[src/rtl/uart_tx_fifo.sv]
// Byte FIFO feeding an 8N1 UART transmitter for the CPU output port.
// Latency: write to level after 1 edge, start bit on the line 1 edge later when idle.
// Backpressure: none; writes to a full FIFO are dropped and flagged in overflow.

// Generic circular-buffer FIFO with a registered occupancy count.
// Latency: a write is visible on rd_dat the edge after it is accepted.
// Backpressure: wr_rdy low when full, rd_vld low when empty; unqualified strobes are ignored.
module sync_fifo #(
    parameter int W     = 8,
    parameter int DEPTH = 4,
    parameter int AW    = 2
) (
    input  logic          clk,
    input  logic          rst,
    input  logic          wr_vld,
    input  logic [W-1:0]  wr_dat,
    output logic          wr_rdy,
    input  logic          rd_rdy,
    output logic          rd_vld,
    output logic [W-1:0]  rd_dat,
    output logic [AW:0]   count
);
    localparam logic [AW:0] FULL_CNT = (AW+1)'(DEPTH);

    logic [W-1:0]  mem [DEPTH];
    logic [AW-1:0] wr_ptr;
    logic [AW-1:0] rd_ptr;
    logic          push;
    logic          pop;

    assign wr_rdy = (count != FULL_CNT);
    assign rd_vld = (count != '0);
    assign rd_dat = mem[rd_ptr];
    assign push   = wr_vld && wr_rdy;
    assign pop    = rd_rdy && rd_vld;

    always_ff @(posedge clk) begin
        if (push) begin
            mem[wr_ptr] <= wr_dat;
        end
    end

    // Pointers are AW bits wide, so they wrap modulo DEPTH on their own.
    always_ff @(posedge clk or posedge rst) begin
        if (rst) begin
            wr_ptr <= '0;
            rd_ptr <= '0;
            count  <= '0;
        end else begin
            if (push) wr_ptr <= wr_ptr + 1'b1;
            if (pop)  rd_ptr <= rd_ptr + 1'b1;
            case ({push, pop})
                2'b10:   count <= count + 1'b1;
                2'b01:   count <= count - 1'b1;
                default: count <= count;
            endcase
        end
    end
endmodule

// Top: CPU OUT-port bytes queued and serialised as 8N1 frames on tx.
// Latency: 10*CLKS_PER_BIT cycles per frame, back-to-back with no idle gap.
// Backpressure: none toward the CPU; overflow is sticky until clr_ovf.
module uart_tx_fifo #(
    parameter int CLKS_PER_BIT = 16,
    parameter int DEPTH        = 4,
    parameter int AW           = 2
) (
    input  logic          clk,
    input  logic          rst,
    input  logic          wr_en,
    input  logic [7:0]    wr_data,
    input  logic          clr_ovf,
    output logic          tx,
    output logic          busy,
    output logic          fifo_full,
    output logic          fifo_empty,
    output logic [AW:0]   level,
    output logic          overflow
);
    localparam int            TW     = $clog2(CLKS_PER_BIT);
    localparam logic [TW-1:0] T_LAST = TW'(CLKS_PER_BIT - 1);

    localparam logic [1:0] S_IDLE  = 2'd0;
    localparam logic [1:0] S_START = 2'd1;
    localparam logic [1:0] S_DATA  = 2'd2;
    localparam logic [1:0] S_STOP  = 2'd3;

    logic [1:0]    state;
    logic [TW-1:0] timer;
    logic [2:0]    bit_idx;
    logic [7:0]    shift_q;
    logic          bit_last;
    logic          wr_rdy;
    logic          pop_rdy;
    logic          pop_vld;
    logic [7:0]    pop_dat;

    sync_fifo #(
        .W     (8),
        .DEPTH (DEPTH),
        .AW    (AW)
    ) u_fifo (
        .clk    (clk),
        .rst    (rst),
        .wr_vld (wr_en),
        .wr_dat (wr_data),
        .wr_rdy (wr_rdy),
        .rd_rdy (pop_rdy),
        .rd_vld (pop_vld),
        .rd_dat (pop_dat),
        .count  (level)
    );

    assign fifo_full  = !wr_rdy;
    assign fifo_empty = !pop_vld;
    assign bit_last   = (timer == T_LAST);
    // The FSM may pop while idle or on the final stop-bit cycle.
    assign pop_rdy    = (state == S_IDLE) || ((state == S_STOP) && bit_last);

    always_ff @(posedge clk or posedge rst) begin
        if (rst) begin
            state   <= S_IDLE;
            timer   <= '0;
            bit_idx <= '0;
            shift_q <= '0;
            tx      <= 1'b1;
            busy    <= 1'b0;
        end else begin
            case (state)
                S_IDLE: begin
                    timer <= '0;
                    if (pop_vld) begin
                        state   <= S_START;
                        shift_q <= pop_dat;
                        tx      <= 1'b0;
                        busy    <= 1'b1;
                    end
                end
                S_START: begin
                    if (bit_last) begin
                        timer   <= '0;
                        state   <= S_DATA;
                        bit_idx <= '0;
                        tx      <= shift_q[0];
                    end else begin
                        timer <= timer + 1'b1;
                    end
                end
                S_DATA: begin
                    if (bit_last) begin
                        timer <= '0;
                        if (bit_idx == 3'd7) begin
                            state <= S_STOP;
                            tx    <= 1'b1;
                        end else begin
                            bit_idx <= bit_idx + 1'b1;
                            shift_q <= shift_q >> 1;
                            tx      <= shift_q[1];
                        end
                    end else begin
                        timer <= timer + 1'b1;
                    end
                end
                S_STOP: begin
                    if (bit_last) begin
                        timer <= '0;
                        if (pop_vld) begin
                            state   <= S_START;
                            shift_q <= pop_dat;
                            tx      <= 1'b0;
                        end else begin
                            state <= S_IDLE;
                            busy  <= 1'b0;
                        end
                    end else begin
                        timer <= timer + 1'b1;
                    end
                end
                default: begin
                    state <= S_IDLE;
                    timer <= '0;
                    tx    <= 1'b1;
                    busy  <= 1'b0;
                end
            endcase
        end
    end

    // A drop in the same cycle as clr_ovf leaves the flag set.
    always_ff @(posedge clk or posedge rst) begin
        if (rst) begin
            overflow <= 1'b0;
        end else if (wr_en && !wr_rdy) begin
            overflow <= 1'b1;
        end else if (clr_ovf) begin
            overflow <= 1'b0;
        end
    end
endmodule

[config.mk]
export PLATFORM = sky130hd
export DESIGN_NAME = uart_tx_fifo
export DESIGN_NICKNAME = d
export VERILOG_FILES = /design/src/rtl/uart_tx_fifo.sv
export SDC_FILE = /design/constraint.sdc
export NUM_CORES = 1
export LEC_CHECK = 0
export CAP_MARGIN = 20
export CORE_ASPECT_RATIO = 1.25
export CORE_MARGIN = 10
export CORE_UTILIZATION = 51
export DETAILED_ROUTE_END_ITERATION = 10
export PLACE_DENSITY = 0.74
export SYNTH_ARGS = -nofsm -noshare
export SYNTH_HDL_FRONTEND = slang
export SYNTH_HIERARCHICAL = 1
export SYNTH_SLANG_ARGS = --single-unit
[constraint.sdc]
create_clock -name clk -period 2.05 [get_ports clk]
set_input_delay 0.205 -clock clk [delete_from_list [all_inputs] [get_ports clk]]
set_output_delay 0.205 -clock clk [all_outputs]
set_load 0.05 [all_outputs]
After elaboration in Yosys (flattened, before gate mapping)

Memories as Yosys holds them, arrays and structs flattened.
Index checks and enable logic that the tools add are counted.

Register bits after elaboration: 27
Bits in writable memories: 32
Output and inout port bits: 8
Word-level logic and storage cells: 85
Memories: 1

Add/subtract/negate cells: 6
Equality and inequality tests: 15
Mux-type cells: 33
Reduce and logical (&&, ||, !) cells: 20

Memory list:

| name       | depth | width | read ports | clocked after Yosys merged registers in | wr ports | line | RTL |
|---|---|---|---|---|---|---|---|
| u_fifo.mem | 4     | 8     | 1          | 0                                       | 1        | 25   | `logic [W-1:0] mem [DEPTH];` |

Operator list:

| kind                  | count |
|---|---|
| $mux W8               | 4 |
| $pmux W8 S3           | 1 |
| $ne A2 B2 Y1 const B  | 7 |
| $mux W1               | 13 |
| $pmux W3 S2           | 2 |
| $reduce_and A4 Y1     | 3 |
| $mux W2               | 5 |
| $mux W3               | 3 |
| $pmux W2 S4           | 1 |
| $pmux W4 S2           | 1 |
| $reduce_bool A2 Y1    | 4 |
| $add A3 B1 Y3 const B | 2 |
| $eq A2 B2 Y1 const B  | 3 |
| $reduce_bool A3 Y1    | 2 |
| $reduce_and A5 Y1     | 1 |
| $add A2 B1 Y2 const B | 2 |
| $add A4 B1 Y4 const B | 1 |
| $eq A2 B1 Y1 const B  | 2 |
| $eq A4 B4 Y1 const B  | 1 |
| $logic_and A1 B1 Y1   | 4 |
| $mux W4               | 1 |
| $pmux W1 S4           | 1 |
| $eq A3 B3 Y1 const B  | 1 |
| $ne A3 B3 Y1 const B  | 1 |
| other kinds (7)       | 8 |

Logic depth before layout (Yosys ltp)

Word-level depth: 6
Gate-level depth with buffers: 10

Cells and area by module

Netlist, hierarchy kept.

By module, submodules not included:

| module       | times used | cells each | area each (um2) | seq. area each (um2) |
|---|---|---|---|---|
| sync_fifo    | 1          | 80         | 1586.5          | 1136.1 |
| uart_tx_fifo | 1          | 100        | 1117.3          | 501.7 |

Least setup slack after synthesis

OpenSTA, ideal clock, no wires.

Path type: reg2reg
Start: register u_fifo.count[0]
End: register shift_q[0]
Data arrival time: 2.396 ns
Data required time: 1.925 ns
Path slack: -0.471 ns
Cell stages (with the launch flop): 6
Buffers on the path: 0
Clock period less this slack: 2.521 ns
Cell sequence: dfrtp_1 or3_2 inv_1 a211oi_2 o21ai_2 mux2_2

Cells in the longest elaborated chain, start to end: 4

RTL lines:

| element                  | line | RTL |
|---|---|---|
| start: declaration       | 21   | `output logic [AW:0] count` |
| start signal: assignment | 53   | `2'b10: count <= count + 1'b1;` |
| start signal: assignment | 54   | `2'b01: count <= count - 1'b1;` |
| start signal: assignment | 55   | `default: count <= count;` |
| $reduce_bool A3 Y1 (*)   | 32   | `assign rd_vld = (count != '0);` |
| named net pop_vld        | 96   | `logic pop_vld;` |
| $mux W8 (*)              | n/a  |  |
| $mux W8                  | n/a  |  |
| $pmux W8 S3 (*)          | n/a  |  |
| end signal: assignment   | 135  | `shift_q <= pop_dat;` |
| end signal: assignment   | 158  | `shift_q <= shift_q >> 1;` |
| end signal: assignment   | 170  | `shift_q <= pop_dat;` |
| end: declaration         | 92   | `logic [7:0] shift_q;` |

The timed path passes the listed nets; every way through them passes the cells marked *. The select of a mux whose other input is x is not followed.
A chain may end at the register's enable or synchronous reset.

Final worst setup path

Start: register timer[0]
End: register u_fifo.count[2]

Cells in the longest elaborated chain, start to end: 6
Elaborated cells between the ends (all ways): 8
Those cells by class: eq/ne: 3; mux: 1; reduce/logical: 4

RTL lines:

| element                                                  | line | RTL |
|---|---|---|
| start: declaration                                       | 90   | `logic [TW-1:0] timer;` |
| start signal: assignment                                 | 147  | `timer <= timer + 1'b1;` |
| start signal: assignment                                 | 162  | `timer <= timer + 1'b1;` |
| start signal: assignment                                 | 177  | `timer <= timer + 1'b1;` |
| $eq A4 B4 Y1 (*)                                         | 117  | `assign bit_last = (timer == T_LAST);` |
| $logic_and A1 B1 Y1 (*)                                  | 119  | `assign pop_rdy = (state == S_IDLE) \|\| ((state == S_STOP) && bit_last);` |
| $logic_or A1 B1 Y1 (*)                                   | 119  |  |
| named net pop_rdy                                        | 95   | `logic pop_rdy;` |
| $logic_and A1 B1 Y1 (*)                                  | 35   | `assign pop = rd_rdy && rd_vld;` |
| named net u_fifo.pop                                     | 29   | `logic pop;` |
| $eq A2 B1 Y1 / $eq A2 B2 Y1 (equally long branches)      | 52   | `case ({push, pop})` |
| $pmux W3 S2 / $reduce_bool A2 Y1 (equally long branches) | n/a  |  |

The timed path passes the listed nets; every way through them passes the cells marked *.

==> implementation parameters <==
Parameter                              Value

Route
  Remaining antenna violation count after routing ... 0
  Vias per inst ... 5.55
  Detailed Routing Iterations Pass 1 ... 4
  Remaining routing DRC violations ... 0
  Total wire length ... about 5300 um
  Average wire length per cell after detail routing ... 17.9 um
  Drt first-iter violations ... 72
  Total vias in the final route ... about 1.6k

Worst setup path
  Setup crit start ... timer[0]
  Biggest cell delay along the critical path ... about 380 ps
  Largest driver fanout on the critical path ... 2
  Crit start category ... register
  Kind of cell adding the most delay to the critical path ... adder cells
  Reg2Reg Setup Slack ... -20 ps
  Reg-to-reg endpoint ... u_fifo/count[2]
  Critical path endpoint ... u_fifo/count[2]
  Reg2Reg Depth ... 10
  Worst Path Required ... around 2300 ps
  Number of buffers and inverters on the critical path ... 1
  Crit. End Element ... register
  Beginning of the worst register-to-register path ... timer[0]
  Master of the slowest instance on the critical path ... sky130_fd_sc_hd__dfrtp_1
  Worst-path cell chain ... ha_2, and3_4, a21o_1, o31a_2, ha_4, inv_2, fa_2, xor2_1, nor2_1, xor2_1
  Logic depth of the worst setup path including buffers ... 10
  Arrival time at the worst endpoint ... ~2300 ps
  Classification of the worst setup path ... reg -> reg
  Most common cell type on the critical path ... sky130_fd_sc_hd__xor2_1

Cells and area
  Fill cell instance count of the final layout ... around 330
  Core Util, Final ... around 67%
  Layout overhead on the synthesized area ... 26.1%
  Flip-flop and latch area ... 1640 um^2
  Area of the multi-input gates ... between 1000 and 1500 um^2
  Number of diodes added for antenna fixing ... 0
  Leading cell type in the layout, fill and taps excluded ... sky130_fd_sc_hd__edfxtp_1
  Fraction of final layout cells sized beyond drive strength 1 ... about 37%
  Number of nets at the end of the flow ... 256
  Most used cells in the layout excluding fill and tap cells ... sky130_fd_sc_hd__edfxtp_1, sky130_fd_sc_hd__dfrtp_1, sky130_fd_sc_hd__buf_4

Global route
  Via count of the first global-routing pass ... about 1.9k
  Global route overflow ... 0
  Initial antenna violation count ... 0
  Wire length of the first global-routing pass ... between 9000 and 10000 um
  Overall track demand over capacity in global routing ... 13.4%
  Largest net degree at the start of global routing ... 21

Timing
  Max Freq ... 483 MHz
  Sum Neg Setup Slack ... -21.5 ps
  Number of pins with negative max-slew slack in the final report ... 0
  Relative slew slack ... between 60% and 70%
  Minimum period implied by the final worst setup slack ... just over 2000 ps
  Final Cycle Share ... 101%
  RSZ-0062 raised after global routing ... true
  Hold Worst Slack ... roughly 120 ps
  Final setup violation count ... 1
  Setup slack of the critical path after layout ... -21.5 ps
  Slew at the pin closest to its max-slew limit ... around 500 ps
  Final Hold Fails ... 0
  Setup clock skew after layout ... 5.68 ps

Place
  Worst setup slack before clock tree synthesis ... -35.2 ps
  Post-detail-place hpwl ... around 3700 um
  Routability congestion estimate from global placement ... between 0.7 and 0.8
  Quantity of I/O buffers inserted on ports ... 19

Synth
  Portion of the post-synthesis area used by sequential elements ... between 60% and 70%
  Mean area per synthesized cell ... roughly 15 um^2
  Total of flip-flops plus latches after synthesis ... 59
  Count of synthesis-stage warnings from yosys ... 6
  Proportion of netlist area held by the largest area contributor ... ~36%
  Number of instances in the synthesized netlist ... 180
  Synth area leader ... sky130_fd_sc_hd__edfxtp_1
  Post-synth design cell area ... around 2700 um^2
  Top cells by area, synth ... sky130_fd_sc_hd__edfxtp_1, sky130_fd_sc_hd__dfrtp_1, sky130_fd_sc_hd__mux2_2
  Syn nets ... approximately 200
  Library cells used by synthesis ... 40

Outcome
  Failing checks ... setup timing
  Status ... finished with violations

Clock tree
  # hold bufs at CTS ... 0
  H-tree levels ... 3
  CTS tree ... done
  Clock buffers created by TritonCTS ... 9
  Root Buffer Master ... sky130_fd_sc_hd__clkbuf_8
  Maximum number of buffers from clock root to sink ... 2
  Clock-pin slew on the worst setup and hold paths ... around 70 ps
  Clock insertion delay at the later pin of the skew report ... around 330 ps
  Clock Sink Count ... around 60

Floorplan
  Starting density of the core ... between 50% and 60%
  Core area ... between 5000 and 6000 um^2
  Horizontal extent of the die ... 85.1 um
  Number of placed I/O pins ... 20
  Die H ... 101 um
  Die footprint ... between 8000 and 9000 um^2
  Row Count ... 29

Job
  Number of max-cap violations ... 0

Pwr
  Pwr Total ... between 3 and 4 mW
  Leakage component of the power ... about 1.4 nW
  Pwr Density ... about 1000 nW/um^2
  Max rail drop VDD ... roughly 0.78 mV

Min path
  Worst min path class ... in -> async
==> layer usage <==
metal	up-vias	part of all wire (%)	global-route usage, %
li1	762	-	-
met1	842	40	13.8
met2	32	55	23.6
met3	8	3.8	4.10
met4	0	1.5	7.99
met5	-	0	0
==> cells in the mapped netlist <==
master,instances
sky130_fd_sc_hd__nor3_1,2
sky130_fd_sc_hd__inv_1,16
sky130_fd_sc_hd__o21ai_0,8
sky130_fd_sc_hd__a21boi_0,2
sky130_fd_sc_hd__fa_1,1
sky130_fd_sc_hd__buf_2,1
sky130_fd_sc_hd__nand4b_1,1
sky130_fd_sc_hd__dfrtp_1,26
sky130_fd_sc_hd__nand3_4,1
sky130_fd_sc_hd__a21o_1,2
sky130_fd_sc_hd__nor2b_1,1
sky130_fd_sc_hd__o31a_2,1
sky130_fd_sc_hd__and3_2,5
sky130_fd_sc_hd__and3_1,1
sky130_fd_sc_hd__mux2_4,1
sky130_fd_sc_hd__and2_4,1
sky130_fd_sc_hd__buf_6,1
sky130_fd_sc_hd__a21oi_1,6
sky130_fd_sc_hd__mux2i_1,1
sky130_fd_sc_hd__dfstp_2,1
sky130_fd_sc_hd__a22o_1,1
sky130_fd_sc_hd__nor2_1,6
sky130_fd_sc_hd__a211oi_2,1
sky130_fd_sc_hd__ha_1,13
sky130_fd_sc_hd__a22oi_1,2
sky130_fd_sc_hd__mux2_2,16
sky130_fd_sc_hd__nand3_1,2
sky130_fd_sc_hd__or3b_4,1
sky130_fd_sc_hd__o21ai_2,1
sky130_fd_sc_hd__or3_2,1
sky130_fd_sc_hd__buf_1,1
sky130_fd_sc_hd__edfxtp_1,32
sky130_fd_sc_hd__xor2_1,3
sky130_fd_sc_hd__o2bb2a_1,1
sky130_fd_sc_hd__a41oi_1,1
sky130_fd_sc_hd__mux4_2,8
sky130_fd_sc_hd__a21o_2,1
sky130_fd_sc_hd__xnor2_1,4
sky130_fd_sc_hd__a2bb2oi_1,1
sky130_fd_sc_hd__nand2_1,5
==> through the flow <==
| step | cell area (um^2) | instances |
|---|---|---|
| after global routing | 3410 | 296 |
| after floorplan | 2760 | 180 |
| after global placement | 3140 | 274 |
| after CTS | 3370 | 292 |
| final | 3410 | 296 |
| after detailed placement | 3140 | 274 |
==> cells by family (layout without fill, tap and decap cells) <==
family	count (synthesis)	after routing	synth area share, %
DFF	59	59	60.6
buffers and inverters	19	73	2.96
adders and majority gates	14	14	6.76
xor gates and xnor gates	7	7	2.27
muxes	26	26	14.3
AOI/OAI and AO/OA	28	28	7.08
and+or+nand+nor	27	27	6.11
==> report_power, final <==
part / internal [mW] / switching (mW) / total, mW
Combinational: 0.408 / 0.518 / 0.926
Sequential: 1.46 / 0.0746 / 1.53
Clock: 0.668 / 0.439 / 1.11
Total: 2.54 / 1.03 / 3.57
==> area by class of cell <==
cell class / count / area share (%)
inverters: 16 / 1.87
multi-input cells: 102 / 30.4
clock inverters: 6 / 2.39
repair buffers: 42 / 11.2
clock buffers: 9 / 3.63
flip-flops and latches: 59 / 48.2
well taps: 62 / 2.28
==> worst min-delay path by stage <==
stage          cells after the start  slack, ps        from               end
6_report                           2        120         rst  u_fifo/rd_ptr[0]
5_1_grt                            2        150         rst  u_fifo/rd_ptr[0]
4_1_cts                            2        120         rst  u_fifo/rd_ptr[0]
3_5_place_dp                       2        490         rst  u_fifo/wr_ptr[0]
3_3_place_gp                       1        470  shift_q[7]        shift_q[7]
2_1_floorplan                      1          8         rst  u_fifo/rd_ptr[0]
==> registers in the layout, summed over array words and instances (netlist names), 2 cells and up <==
register,count
bit_idx,3
shift_q,8
state,2
timer,4
u_fifo/count,3
u_fifo/mem,32
u_fifo/rd_ptr,2
u_fifo/wr_ptr,2
==> what timing repair did <==
item                       in CTS  in global routing
setup endpoints to repair       1                  4
pin swaps                       2                  4
setup buffers                   3                  4
resized for setup               1                  2
hold endpoints to repair        0                  0
(Power assumes the default switching activity.)
